`src/rtl/input_conditioner.sv`:
```
// Pushbutton/switch input conditioner: synchronise, debounce, one-shot enter pulse, word capture with valid/ack.
// Optional build macro INCOND_AUTOREPEAT_EN adds periodic re-capture while the button is held.
module input_conditioner #(
    parameter int unsigned DATA_W          = 8,
    parameter int unsigned SYNC_STAGES     = 2,
    parameter int unsigned DEBOUNCE_CYCLES = 16,
    parameter int unsigned REPEAT_CYCLES   = 1000000
) (
    input  logic              clk,
    input  logic              nreset,
    input  logic              nenter_raw,
    input  logic [DATA_W-1:0] data_raw,
    output logic              enter_pulse,
    output logic [DATA_W-1:0] data_out,
    output logic              data_valid,
    input  logic              data_ack,
    output logic              overrun,
    output logic              pressed
);

    localparam int unsigned CNT_W = $clog2(DEBOUNCE_CYCLES);

    if (SYNC_STAGES < 2)     begin : g_bad_sync   $error("SYNC_STAGES must be >= 2");     end
    if (DEBOUNCE_CYCLES < 2) begin : g_bad_db     $error("DEBOUNCE_CYCLES must be >= 2"); end
    if (REPEAT_CYCLES < 2)   begin : g_bad_repeat $error("REPEAT_CYCLES must be >= 2");   end

    typedef enum logic [1:0] {
        IDLE       = 2'd0,
        DB_PRESS   = 2'd1,
        PRESSED    = 2'd2,
        DB_RELEASE = 2'd3
    } state_t;

    logic [SYNC_STAGES-1:0]             nsync_q, nsync_d;
    logic [SYNC_STAGES-1:0][DATA_W-1:0] dsync_q, dsync_d;
    logic                               s_n;
    logic [DATA_W-1:0]                  s_data;

    state_t            state_q, state_d;
    logic [CNT_W-1:0]  cnt_q, cnt_d;
    logic              fire;
    logic              enter_pulse_d, data_valid_d, overrun_d, pressed_d;
    logic [DATA_W-1:0] data_out_d;

`ifdef INCOND_AUTOREPEAT_EN
    localparam int unsigned RPT_W = $clog2(REPEAT_CYCLES);
    logic [RPT_W-1:0] rpt_q, rpt_d;
`endif

    // Shift registers toward the last (stable) stage
    always_comb begin
        nsync_d = {nsync_q[SYNC_STAGES-2:0], nenter_raw};
        dsync_d = {dsync_q[SYNC_STAGES-2:0], data_raw};
    end

    assign s_n    = nsync_q[SYNC_STAGES-1];
    assign s_data = dsync_q[SYNC_STAGES-1];

    // Debounce FSM; fire marks an accepted press (or a repeat)
    always_comb begin
        state_d = state_q;
        cnt_d   = cnt_q;
        fire    = 1'b0;
`ifdef INCOND_AUTOREPEAT_EN
        rpt_d   = rpt_q;
`endif
        unique case (state_q)
            IDLE: begin
                if (!s_n) begin
                    state_d = DB_PRESS;
                    cnt_d   = '0;
                end
            end
            DB_PRESS: begin
                if (s_n) begin
                    state_d = IDLE;
                end else if (cnt_q == CNT_W'(DEBOUNCE_CYCLES - 1)) begin
                    state_d = PRESSED;
                    fire    = 1'b1;
`ifdef INCOND_AUTOREPEAT_EN
                    rpt_d   = '0;
`endif
                end else begin
                    cnt_d = cnt_q + CNT_W'(1);
                end
            end
            PRESSED: begin
                if (s_n) begin
                    state_d = DB_RELEASE;
                    cnt_d   = '0;
                end
`ifdef INCOND_AUTOREPEAT_EN
                else if (rpt_q == RPT_W'(REPEAT_CYCLES - 1)) begin
                    fire  = 1'b1;
                    rpt_d = '0;
                end else begin
                    rpt_d = rpt_q + RPT_W'(1);
                end
`endif
            end
            DB_RELEASE: begin
                if (!s_n) begin
                    state_d = PRESSED;
`ifdef INCOND_AUTOREPEAT_EN
                    rpt_d   = '0;
`endif
                end else if (cnt_q == CNT_W'(DEBOUNCE_CYCLES - 1)) begin
                    state_d = IDLE;
                end else begin
                    cnt_d = cnt_q + CNT_W'(1);
                end
            end
            default: state_d = IDLE;
        endcase
    end

    // Capture and handshake; a same-edge ack frees the slot for the new word
    always_comb begin
        enter_pulse_d = fire;
        data_out_d    = data_out;
        data_valid_d  = data_valid;
        overrun_d     = overrun;
        pressed_d     = (state_d == PRESSED) || (state_d == DB_RELEASE);
        if (data_valid && data_ack) begin
            data_valid_d = 1'b0;
        end
        if (fire) begin
            if (!data_valid || data_ack) begin
                data_out_d   = s_data;
                data_valid_d = 1'b1;
            end else begin
                overrun_d = 1'b1;
            end
        end
    end

    always_ff @(posedge clk or negedge nreset) begin
        if (!nreset) begin
            nsync_q     <= '1;
            dsync_q     <= '0;
            state_q     <= IDLE;
            cnt_q       <= '0;
            enter_pulse <= 1'b0;
            data_out    <= '0;
            data_valid  <= 1'b0;
            overrun     <= 1'b0;
            pressed     <= 1'b0;
        end else begin
            nsync_q     <= nsync_d;
            dsync_q     <= dsync_d;
            state_q     <= state_d;
            cnt_q       <= cnt_d;
            enter_pulse <= enter_pulse_d;
            data_out    <= data_out_d;
            data_valid  <= data_valid_d;
            overrun     <= overrun_d;
            pressed     <= pressed_d;
        end
    end

`ifdef INCOND_AUTOREPEAT_EN
    always_ff @(posedge clk or negedge nreset) begin
        if (!nreset) begin
            rpt_q <= '0;
        end else begin
            rpt_q <= rpt_d;
        end
    end
`endif

endmodule

```
`config.mk`:
```
export PLATFORM = sky130hd
export DESIGN_NAME = input_conditioner
export DESIGN_NICKNAME = d
export VERILOG_FILES = /design/src/rtl/input_conditioner.sv
export SDC_FILE = /design/constraint.sdc
export NUM_CORES = 1
export LEC_CHECK = 0
export BUFFER_PORTS_ARGS = -buffer_cell sky130_fd_sc_hd__buf_2
export CAP_MARGIN = 20
export CORE_UTILIZATION = 50
export CTS_CLUSTER_SIZE = 20
export DETAILED_ROUTE_END_ITERATION = 8
export GPL_TIMING_DRIVEN = 0
export PLACE_DENSITY = 0.74
export SETUP_SLACK_MARGIN = 0.02
export SLEW_MARGIN = 20
export SYNTH_ARGS = -nofsm -noshare
export SYNTH_HDL_FRONTEND = slang
export SYNTH_SLANG_ARGS = --single-unit
```
`constraint.sdc`:
```
create_clock -name clk -period 2.9 [get_ports clk]
set_clock_uncertainty 0.2 [all_clocks]
set_input_delay 0.145 -clock clk [delete_from_list [all_inputs] [get_ports clk]]
set_output_delay 0.145 -clock clk [all_outputs]
set_load 0.02 [all_outputs]
```
==> impl_results.md, run 1 <==
- Status: finished clean
- Post-route insts no fill: ~140
- First-pass iteration count of the detailed router: 4
- Gr ovfl total: 0
- Fraction of layout cells with a size suffix above 1: 39.7%
- Buf+Inv Stages, Crit Path: 1
- Static Leak: roughly 0.78 nW
- Hold Startpoint: dsync_d[10]
- CP delay by family, top: flip-flops
- Pin count of the biggest net entering global routing: 37
- HP Class: reg -> reg
- Worst Hold Path EP: s_data[2]
- Sequential fraction of the synthesis area: around three quarters
- CTS tree: yes
- Commonest non-fill, non-tap cell in the layout: dfrtp_1
- Mean Syn Cell Area: 16.3 µm²
- Syn-to-layout area delta: 28.0%
- Worst slew pin tran: approximately 740 ps
- Cells after Synth: 74
- # setup viols final: 0
- Max Slew Vio Count: 0
- Slew margin rel.: around 50%
- Cell Chain, Critical Path: ha_1, and4_1, buf_6, nand3_4, mux2_2
- Drc violations: 0
- H-tree depth: 2
- Number of diodes: 0
- Clock tree buffer depth: 2
- Area contributors post-synth: dfrtp_1 (71%), mux2_2 (7.5%), dfstp_2 (4.4%), o31ai_1 (1.9%), nand3_4 (1.5%)
- Worst Path Max Fanout: 8
- Hold depth: 0
- Final #Nets: between 100 and 150
- Placed insts: 125
- Cell Pwr Density: 592 nW/µm²
- Total CTS buffers: 5
- Max-Cap Viols: 0
- Mapped Nets: between 80 and 90
- Port Buffers: 23
- Routability congestion estimate: about 0.64
- Post-detailed-route count of antenna-violating nets: 0
- DR iter-0 viols: 5
- Setup repair after global routing missed its margin: no
- CP Launch Type: flip-flop
- Commonest non-fill, non-tap cells in the layout: dfrtp_1 (34), buf_2 (23), dlygate4sd3_1 (11), mux2_2 (8), clkbuf_4 (5)
- Die area: between 2000 and 3000 µm²
- Initial antenna violation count: 0
- Fmax: roughly 0.56 GHz
- Post-cts resize count: 0
- GRT Total Usage: between 10% and 20%
- R2R depth: 5
- First-pass GRT wire length: 3040 µm
- Clk_lat worst skew: around 320 ps
- CTS sink count: 36
- Chip height: roughly 51 µm
- Critical path class: reg -> reg
- Pre-CTS setup slack: roughly 1100 ps
- Clock-pin slew on the worst setup and hold paths: 100 ps
- Die Span X: roughly 51 µm
- CP Capture Type: flip-flop
- Post-detail-place hpwl: around 1100 µm
- Max IR drop VDD: approximately 0.5 mV
- RR Endpoint: data_out[7]
- RR Startpoint: cnt_q[0]
- Fin crit period: 1790 ps
- Tcrit/Tclk final: around three fifths
- Fin worst setup slack: 1110 ps
- CP max stage cell: dfrtp_1
- Routed wire per std cell: between 10 and 15 µm
- Placed cell area: about 1400 µm²
- Number of global-route vias before repair: 695
- Final Routed Wirelength: 1750 µm
- CP max stage delay: between 400 and 500 ps
- Worst EP arrival: roughly 1800 ps
- Setup tns final: 0 ps
- Core area: 2230 µm²
- Required @ worst endpoint: 2920 ps
- Final Hold Fails: 0
- Fin area: roughly 1500 µm²
- Vias/cell: about 4.8
- End-of-flow core utilization: slightly below 70%
- Share of the synthesized area in the top cell type: a little over two thirds
- Initial Util: between 50% and 60%
- CTS Root Cell: clkbuf_4
- Unique cell type count in the Yosys netlist: 23
- Flop2flop setup slack: 1110 ps
- IO Pins: 24
- Syn. warnings: 0
- Std cell rows: 17
- Fillers: between 150 and 200
- DR vias: 694
- Syn Std Cell Area: approximately 1200 µm²
- Seq cells post-synth: 36
- Yosys top cell by area: dfrtp_1
==> cell usage after synthesis <==
library cell  number
inv_1              2
o31ai_1            3
a21oi_1            2
nand2_1            4
nor2_1             2
or3_1              1
nand2b_1           1
ha_1               1
nor2_2             1
xor2_2             1
dfstp_2            2
nand3_1            1
nor2b_1            1
o21ai_0            3
nand3_4            1
and4_1             1
o21bai_1           1
buf_6              1
mux2_2             8
dfrtp_1           34
mux2_4             1
or3_2              1
nand4_1            1
==> per-stage QoR <==
stage / power (mW) / hold WS (ps)
after floorplan: 0.558 / -351
after global placement: 0.577 / 45.6
after detailed placement: 0.579 / 52.3
after CTS: 0.919 / 158
after global routing: 0.954 / 162
final: 0.912 / 157
==> worst reg2reg max path: stages, from the launching register on <==
cell and delay [ps]:
dfrtp_1 420, ha_1 230, and4_1 210, buf_6 130, nand3_4 120, mux2_2 360
==> power breakdown <==
group          internal, mW  switching [mW]  total [mW]
Clock                 0.181           0.151       0.332
Combinational        0.0240          0.0218      0.0458
Sequential            0.523          0.0111       0.534
Total                 0.728           0.184       0.912
==> state kept, by name, indices dropped and copies added, names as in the netlist <==
name         count
nsync_q          2
enter_pulse      1
overrun          1
s_data           8
data_out         8
pressed          1
cnt_q            4
data_valid       1
state_q          2
dsync_d          8
==> worst max-delay path by stage <==
stage | start | end | cells past startpoint
2_1_floorplan | cnt_q[0] | cnt_q[0] | 5
6_report | cnt_q[0] | data_out[7] | 5
3_5_place_dp | cnt_q[0] | data_out[7] | 5
4_1_cts | cnt_q[0] | data_out[7] | 5
3_3_place_gp | cnt_q[0] | data_out[3] | 5
5_1_grt | cnt_q[0] | data_out[3] | 5
==> kinds of logic (layout without fill, tap and decap cells) <==
kind of cell               count (synthesis)  in the layout  synth area share [%]
AOI/OAI and AO/OA                          9              9                  4.57
and+or+nand+nor                           15             15                  7.69
DFF                                       36             36                  75.1
buffers and inverters                      3             45                  1.56
adders and majority gates                  1              1                  1.04
muxes                                      9              9                  8.73
xor gates and xnor gates                   1              1                  1.35
==> layer usage <==
metal / vias up / track usage, % / wire length [µm]
li1: 332 / - / -
met5: - / 0 / 0
met2: 19 / 26.8 / 865
met3: 2 / 8.93 / 84
met1: 341 / 20.0 / 783
met4: 0 / 6.94 / 12
==> repair_timing <==
action	CTS	global route
hold endpoints to repair	45	0
hold buffers	11	0
setup buffers	0	0
==> cell type report <==
cell class / count / area (µm²) / area share, %
flip-flops and latches: 36 / 903 / 58.7
multi-input cells: 35 / 282 / 18.3
repair buffers: 34 / 225 / 14.6
clock buffers: 6 / 41.3 / 2.68
clock inverters: 2 / 35.0 / 2.27
well taps: 28 / 35.0 / 2.27
plain buffers: 1 / 11.3 / 0.731
inverters: 2 / 7.51 / 0.487
No activity file was read; power rests on OpenSTA's default activity.
==> inputs of run 2 (changes only) <==
--- a/config.mk
+++ b/config.mk
@@ -5,13 +5,14 @@
 export SDC_FILE = /design/constraint.sdc
 export NUM_CORES = 1
 export LEC_CHECK = 0
+export ABC_AREA = 1
 export BUFFER_PORTS_ARGS = -buffer_cell sky130_fd_sc_hd__buf_2
 export CAP_MARGIN = 20
 export CORE_UTILIZATION = 50
 export CTS_CLUSTER_SIZE = 20
 export DETAILED_ROUTE_END_ITERATION = 8
 export GPL_TIMING_DRIVEN = 0
-export PLACE_DENSITY = 0.74
+export PLACE_DENSITY = 0.73
 export SETUP_SLACK_MARGIN = 0.02
 export SLEW_MARGIN = 20
 export SYNTH_ARGS = -nofsm -noshare
==> constraint.sdc (replaced) <==
create_clock -name clk -period 1.66 [get_ports clk]
set_clock_uncertainty 0.2 [all_clocks]
set_input_delay 0.083 -clock clk [delete_from_list [all_inputs] [get_ports clk]]
set_output_delay 0.083 -clock clk [all_outputs]
set_load 0.02 [all_outputs]
==> impl_results.md, run 2 <==
- Most frequent cells after synthesis: dfrtp_1 (34), nand2_1 (27), inv_1 (18), o21ai_2 (8), nand3_1 (5)
- Std cell rows: 17
- Final Routed Wirelength: between 2000 and 2500 µm
- Post-detailed-route count of antenna-violating nets: 0
- Fillers: around 150
- IO Pins: 24
- Mean Syn Cell Area: 11.8 µm²
- CP Capture Type: flip-flop
- Initial antenna violation count: 0
- Worst EP arrival: around 1700 ps
- Core area: roughly 2300 µm²
- Area contributors post-synth: dfrtp_1 (67%), nand2_1 (7.9%), o21ai_2 (5.5%), inv_1 (5.3%), dfstp_2 (4.1%)
- First-pass iteration count of the detailed router: 4
- Max Slew Vio Count: 0
- Setup repair after global routing missed its margin: yes
- Die Span X: roughly 53 µm
- Pin count of the biggest net entering global routing: 37
- Placed cell area: roughly 1400 µm²
- Clk_lat worst skew: between 300 and 400 ps
- Reg area: about 900 µm²
- Number of diodes: 0
- Tcrit/Tclk final: ~96%
- CTS sink count: 36
- Clock tree buffer depth: 2
- Drc violations: 0
- CTS Root Cell: clkbuf_4
- CP Launch Type: flip-flop
- Ys async rst share: 100%
- Routed wire per std cell: roughly 11 µm
- Worst slew pin tran: around 750 ps
- Area occupied by multi-input gates: about 310 µm²
- Worst hold slack: 152 ps
- Syn Std Cell Area: around 1300 µm²
- Gr ovfl total: 0
- Sequential fraction of the synthesis area: a little over two thirds
- Max IR drop VDD: ~0.69 mV
- Post-detail-place hpwl: about 1300 µm
- Ys flop type: dfrtp_1
- Status: finished clean
- CTS tree: yes
- DR vias: 832
- Mapped Nets: 121
- Slew margin rel.: 50.3%
- Share of the synthesized area in the top cell type: 66.7%
- Seq cells post-synth: 36
- Port Buffers: 23
- Syn. warnings: 0
- Critical path class: reg -> reg
- Required @ worst endpoint: 1710 ps
- Fmax: 0.625 GHz
- Cell Pwr Density: around 900 nW/µm²
- Final #Nets: 166
- Commonest non-fill, non-tap cell in the layout: dfrtp_1
- Fin crit period: 1600 ps
- Routability congestion estimate: 0.708
- First-pass GRT wire length: 3140 µm
- Chip height: roughly 53 µm
- Static Leak: 0.906 nW
- Final Hold Fails: 0
- Yosys top cell by area: dfrtp_1
- Unique cell type count in the Yosys netlist: 15
- Total CTS buffers: 5
- Worst Path Max Fanout: 8
- Clock-pin slew on the worst setup and hold paths: roughly 90 ps
- Fin area: 1680 µm²
- # setup viols final: 0
- H-tree depth: 2
- Commonest non-fill, non-tap cells in the layout: dfrtp_1 (34), nand2_1 (26), buf_2 (23), inv_1 (18), dlygate4sd3_1 (11)
- DR iter-0 viols: 9
- Number of global-route vias before repair: 745
- Number of synthesized flops with an enable pin: 0
- Setup tns final: 0 ps
- Syn-to-layout area delta: 31.8%
- Fraction of layout cells with a size suffix above 1: 34.6%
- Vias/cell: approximately 4.6
- Cells after Synth: ~110
- Die area: about 2800 µm²
- Initial Util: a little under three fifths
- Max-Cap Viols: 0
- Cell with the most instances after synthesis: dfrtp_1
- HP Class: in -> async
- GRT Total Usage: around 17%
==> run 2: cell count changes after synthesis, sizes merged, moves of 2 or more <==
| cell | change |
|---|---|
| inv | +16 |
| a21oi | -2 |
| nand2 | +27 |
| nand3 | +4 |
| o31ai | -3 |
| o21ai | +7 |
| or3 | -2 |
| mux2 | -9 |
==> run 2: cell families after synthesis <==
kind of cell,synth area share (%)
AND/OR/NAND/NOR,15.2
flip-flops,70.8
adder cells (fa/ha/maj),0.980
AO/OA/AOI/OAI,6.86
buffers and inverters,6.18
==> run 2: routing by layer <==
layer	up-vias	part of all wire, %	GRT usage (%)
met4	0	1.9	9.21
li1	417	-	-
met3	6	4.3	7.83
met2	16	52	28.3
met1	393	42	18.5
met5	-	0	0
==> run 2: power breakdown <==
group / leakage [nW] / internal [mW] / switching, mW / total (mW)
registers: 0.455 / 0.910 / 0.0196 / 0.929
clock network: 0.0374 / 0.240 / 0.249 / 0.489
logic: 0.414 / 0.0502 / 0.0509 / 0.101
total: 0.906 / 1.20 / 0.319 / 1.52
==> run 2: final cells by class <==
class | count | area share (%)
multi-input cells | 53 | 18.7
repair buffers | 38 | 16.4
flip-flops and latches | 36 | 53.7
clock buffers | 7 | 3.87
inverters | 18 | 4.02
plain buffers | 1 | 1.19
well taps | 28 | 2.08
==> run 2: what timing repair did <==
item	4_1_cts	5_1_grt
gates cloned	0	1
hold endpoints to repair	45	0
resized for setup	0	7
hold buffers	11	0
pin swaps	0	4
endpoints found under the setup margin	1	11
buffers inserted	1	2
==> run 2: path summary, 6_finish.rpt <==
path	from	to	slack (ps)	depth (start not counted)
max	cnt_q[1]	data_out[7]	60	6
min	nreset	data_out[3]	150	2
max reg2reg	cnt_q[1]	data_out[7]	60	6
min reg2reg	dsync_d[14]	s_data[6]	150	0
max in group asynchronous	nreset	data_out[0]	630	2
min in group clk	dsync_d[14]	s_data[6]	150	0
==> run 2: worst max-delay path: stages (launching register included) <==
cell       delay, ps
dfrtp_1          410
ha_4             170
nand2_4           60
nor2_4           200
nand3_4          170
clkbuf_16        210
o21ai_2          110
==> run 2: per-stage QoR <==
step / instances / util (%) / setup WS (ps) / power (mW)
after detailed placement: 159 / 61.5 / 33.6 / 1.01
after global routing: 181 / 72.5 / -16.6 / 1.59
final: 181 / 72.5 / 61.0 / 1.52
after floorplan: 108 / - / 165 / 0.971
after CTS: 178 / 69.4 / 46.1 / 1.52
after global placement: 159 / 61.5 / 70.2 / 1.00
==> inputs of run 3 (changes only) <==
--- a/config.mk
+++ b/config.mk
@@ -5,14 +5,15 @@
 export SDC_FILE = /design/constraint.sdc
 export NUM_CORES = 1
 export LEC_CHECK = 0
-export ABC_AREA = 1
+export ABC_AREA = 0
+export ABC_CLOCK_PERIOD_IN_PS = 1660
 export BUFFER_PORTS_ARGS = -buffer_cell sky130_fd_sc_hd__buf_2
-export CAP_MARGIN = 20
+export CAP_MARGIN = 10
 export CORE_UTILIZATION = 50
 export CTS_CLUSTER_SIZE = 20
 export DETAILED_ROUTE_END_ITERATION = 8
 export GPL_TIMING_DRIVEN = 0
-export PLACE_DENSITY = 0.73
+export PLACE_DENSITY = 0.74
 export SETUP_SLACK_MARGIN = 0.02
 export SLEW_MARGIN = 20
 export SYNTH_ARGS = -nofsm -noshare
==> impl_results.md, run 3 (same netlist as run 1, synthesis figures left out) <==
- Commonest non-fill, non-tap cells in the layout: dfrtp_1 (34), buf_2 (23), dlygate4sd3_1 (11), mux2_4 (8)
- First-pass GRT wire length: between 3000 and 4000 µm
- Final Routed Wirelength: roughly 2000 µm
- Cell Pwr Density: 1020 nW/µm²
- GRT Total Usage: a little under a fifth
- CTS tree: yes
- Static Leak: 0.833 nW
- Cell Chain, Critical Path: ha_2, and4_1, buf_6, nand3_4, mux2_4
- Max Slew Vio Count: 0
- CP Capture Type: flip-flop
- Clk_lat worst skew: 330 ps
- Fillers: ~140
- First-pass iteration count of the detailed router: 3
- Initial antenna violation count: 0
- Setup tns final: -760 ps
- CTS sink count: 36
- Post-route insts no fill: about 150
- CP max stage delay: about 380 ps
- Pre-CTS setup slack: -78.8 ps
- CP delay by family, top: flip-flops
- DR vias: between 700 and 800
- Buf+Inv Stages, Crit Path: 1
- Drc violations: 0
- HP Class: in -> async
- Core area: 2230 µm²
- DR iter-0 viols: 10
- Fraction of layout cells with a size suffix above 1: between 40 and 50%
- Fmax: ~0.57 GHz
- Chip height: about 51 µm
- CP Launch Type: flip-flop
- Clock-pin slew on the worst setup and hold paths: around 110 ps
- End-of-flow core utilization: 72.7%
- Die Span X: between 50 and 60 µm
- Fin worst setup slack: -87.2 ps
- Required @ worst endpoint: 1680 ps
- Max-Cap Viols: 0
- CP max stage cell: dfrtp_1
- Worst EP arrival: between 1500 and 2000 ps
- Final Hold Fails: 0
- Die area: about 2600 µm²
- Critical path class: reg -> reg
- Fin crit period: between 1500 and 2000 ps
- Port Buffers: 23
- Design Power: 1.66 mW
- Max IR drop VDD: 0.949 mV
- Post-detail-place hpwl: between 1000 and 1500 µm
- Initial Util: between 50% and 60%
- Pin count of the biggest net entering global routing: 37
- Worst slew pin tran: 747 ps
- Setup repair after global routing missed its margin: yes
- Gr ovfl total: 0
- Violations in the final reports: negative setup slack
- Post-detailed-route count of antenna-violating nets: 0
- H-tree depth: 2
- Std cell rows: 17
- Total CTS buffers: 5
- Syn-to-layout area delta: 34.9%
- Worst Path Max Fanout: 8
- CTS Root Cell: clkbuf_4
- Clock tree buffer depth: 2
- Number of diodes: 0
- # setup viols final: 11
- Tcrit/Tclk final: 105%
- Status: finished, violations left
- Slew margin rel.: between 50% and 60%
- IO Pins: 24
- Routed wire per std cell: 13.4 µm
- Routability congestion estimate: around 0.65
- Vias/cell: a little under 5
- Placed insts: around 130
- Commonest non-fill, non-tap cell in the layout: dfrtp_1
- Number of global-route vias before repair: a little over 700
- Final #Nets: about 130
==> run 3: changes by cell type in the layout (fill, tap and decap cells not counted), sizes merged, moves of 2 or more <==
cell    delta
nand3      -4
mux2       +9
nand2     -27
o21ai      -7
buf        +2
inv       -15
clkbuf     -3
o31ai      +3
a21oi      +2
or3        +2
==> run 3: worst paths after layout <==
check,end,slack [ps],start,cells past startpoint
worst min-delay path,overrun,150,nreset,2
worst min register to register,s_data[3],160,dsync_d[11],0
min in group clk,s_data[3],160,dsync_d[11],0
worst max-delay path,data_out[3],-90,cnt_q[1],5
worst max register to register,data_out[3],-90,cnt_q[1],5
max in group asynchronous,data_out[2],630,nreset,2
==> run 3: cell type report <==
| class | count | area (µm²) | area share (%) |
|---|---|---|---|
| sequential | 36 | 903 | 55.6 |
| multi-input combinational | 35 | 320 | 19.7 |
| timing repair buffer | 39 | 263 | 16.2 |
| clock inverter | 3 | 46.3 | 2.85 |
| clock buffer | 5 | 37.5 | 2.31 |
| tap | 28 | 35.0 | 2.16 |
| buffer | 1 | 11.3 | 0.693 |
| inverter | 2 | 7.51 | 0.462 |
==> run 3: metal layers <==
metal	vias to the layer above	global-route usage, %	share of wire (%)
met2	19	29.4	51
met5	-	0	0
met1	354	23.6	44
met4	0	5.56	0
li1	345	-	-
met3	0	8.04	4.6
==> run 3: timing repair <==
| item | 4_1_cts | 5_1_grt |
|---|---|---|
| gates resized for setup | 7 | 2 |
| pin swaps | 1 | 0 |
| hold buffers | 11 | 0 |
| setup buffers | 3 | 2 |
| endpoints found under the hold margin | 45 | 0 |
| endpoints found under the setup margin | 10 | 11 |
==> run 3: through the flow <==
| step | cell area (µm²) | hold slack [ps] |
|---|---|---|
| global route | 1620 | 154 |
| CTS | 1600 | 145 |
| detailed placement | 1360 | -9.49 |
| finish | 1620 | 152 |
| floorplan | 1210 | -413 |
| global placement | 1360 | -21.3 |
==> run 3: report_power, final <==
group	switching, mW	internal (mW)	leakage [nW]
combinational	0.0482	0.0596	0.337
sequential	0.0206	0.914	0.454
clock	0.295	0.322	0.0418
total	0.364	1.30	0.833
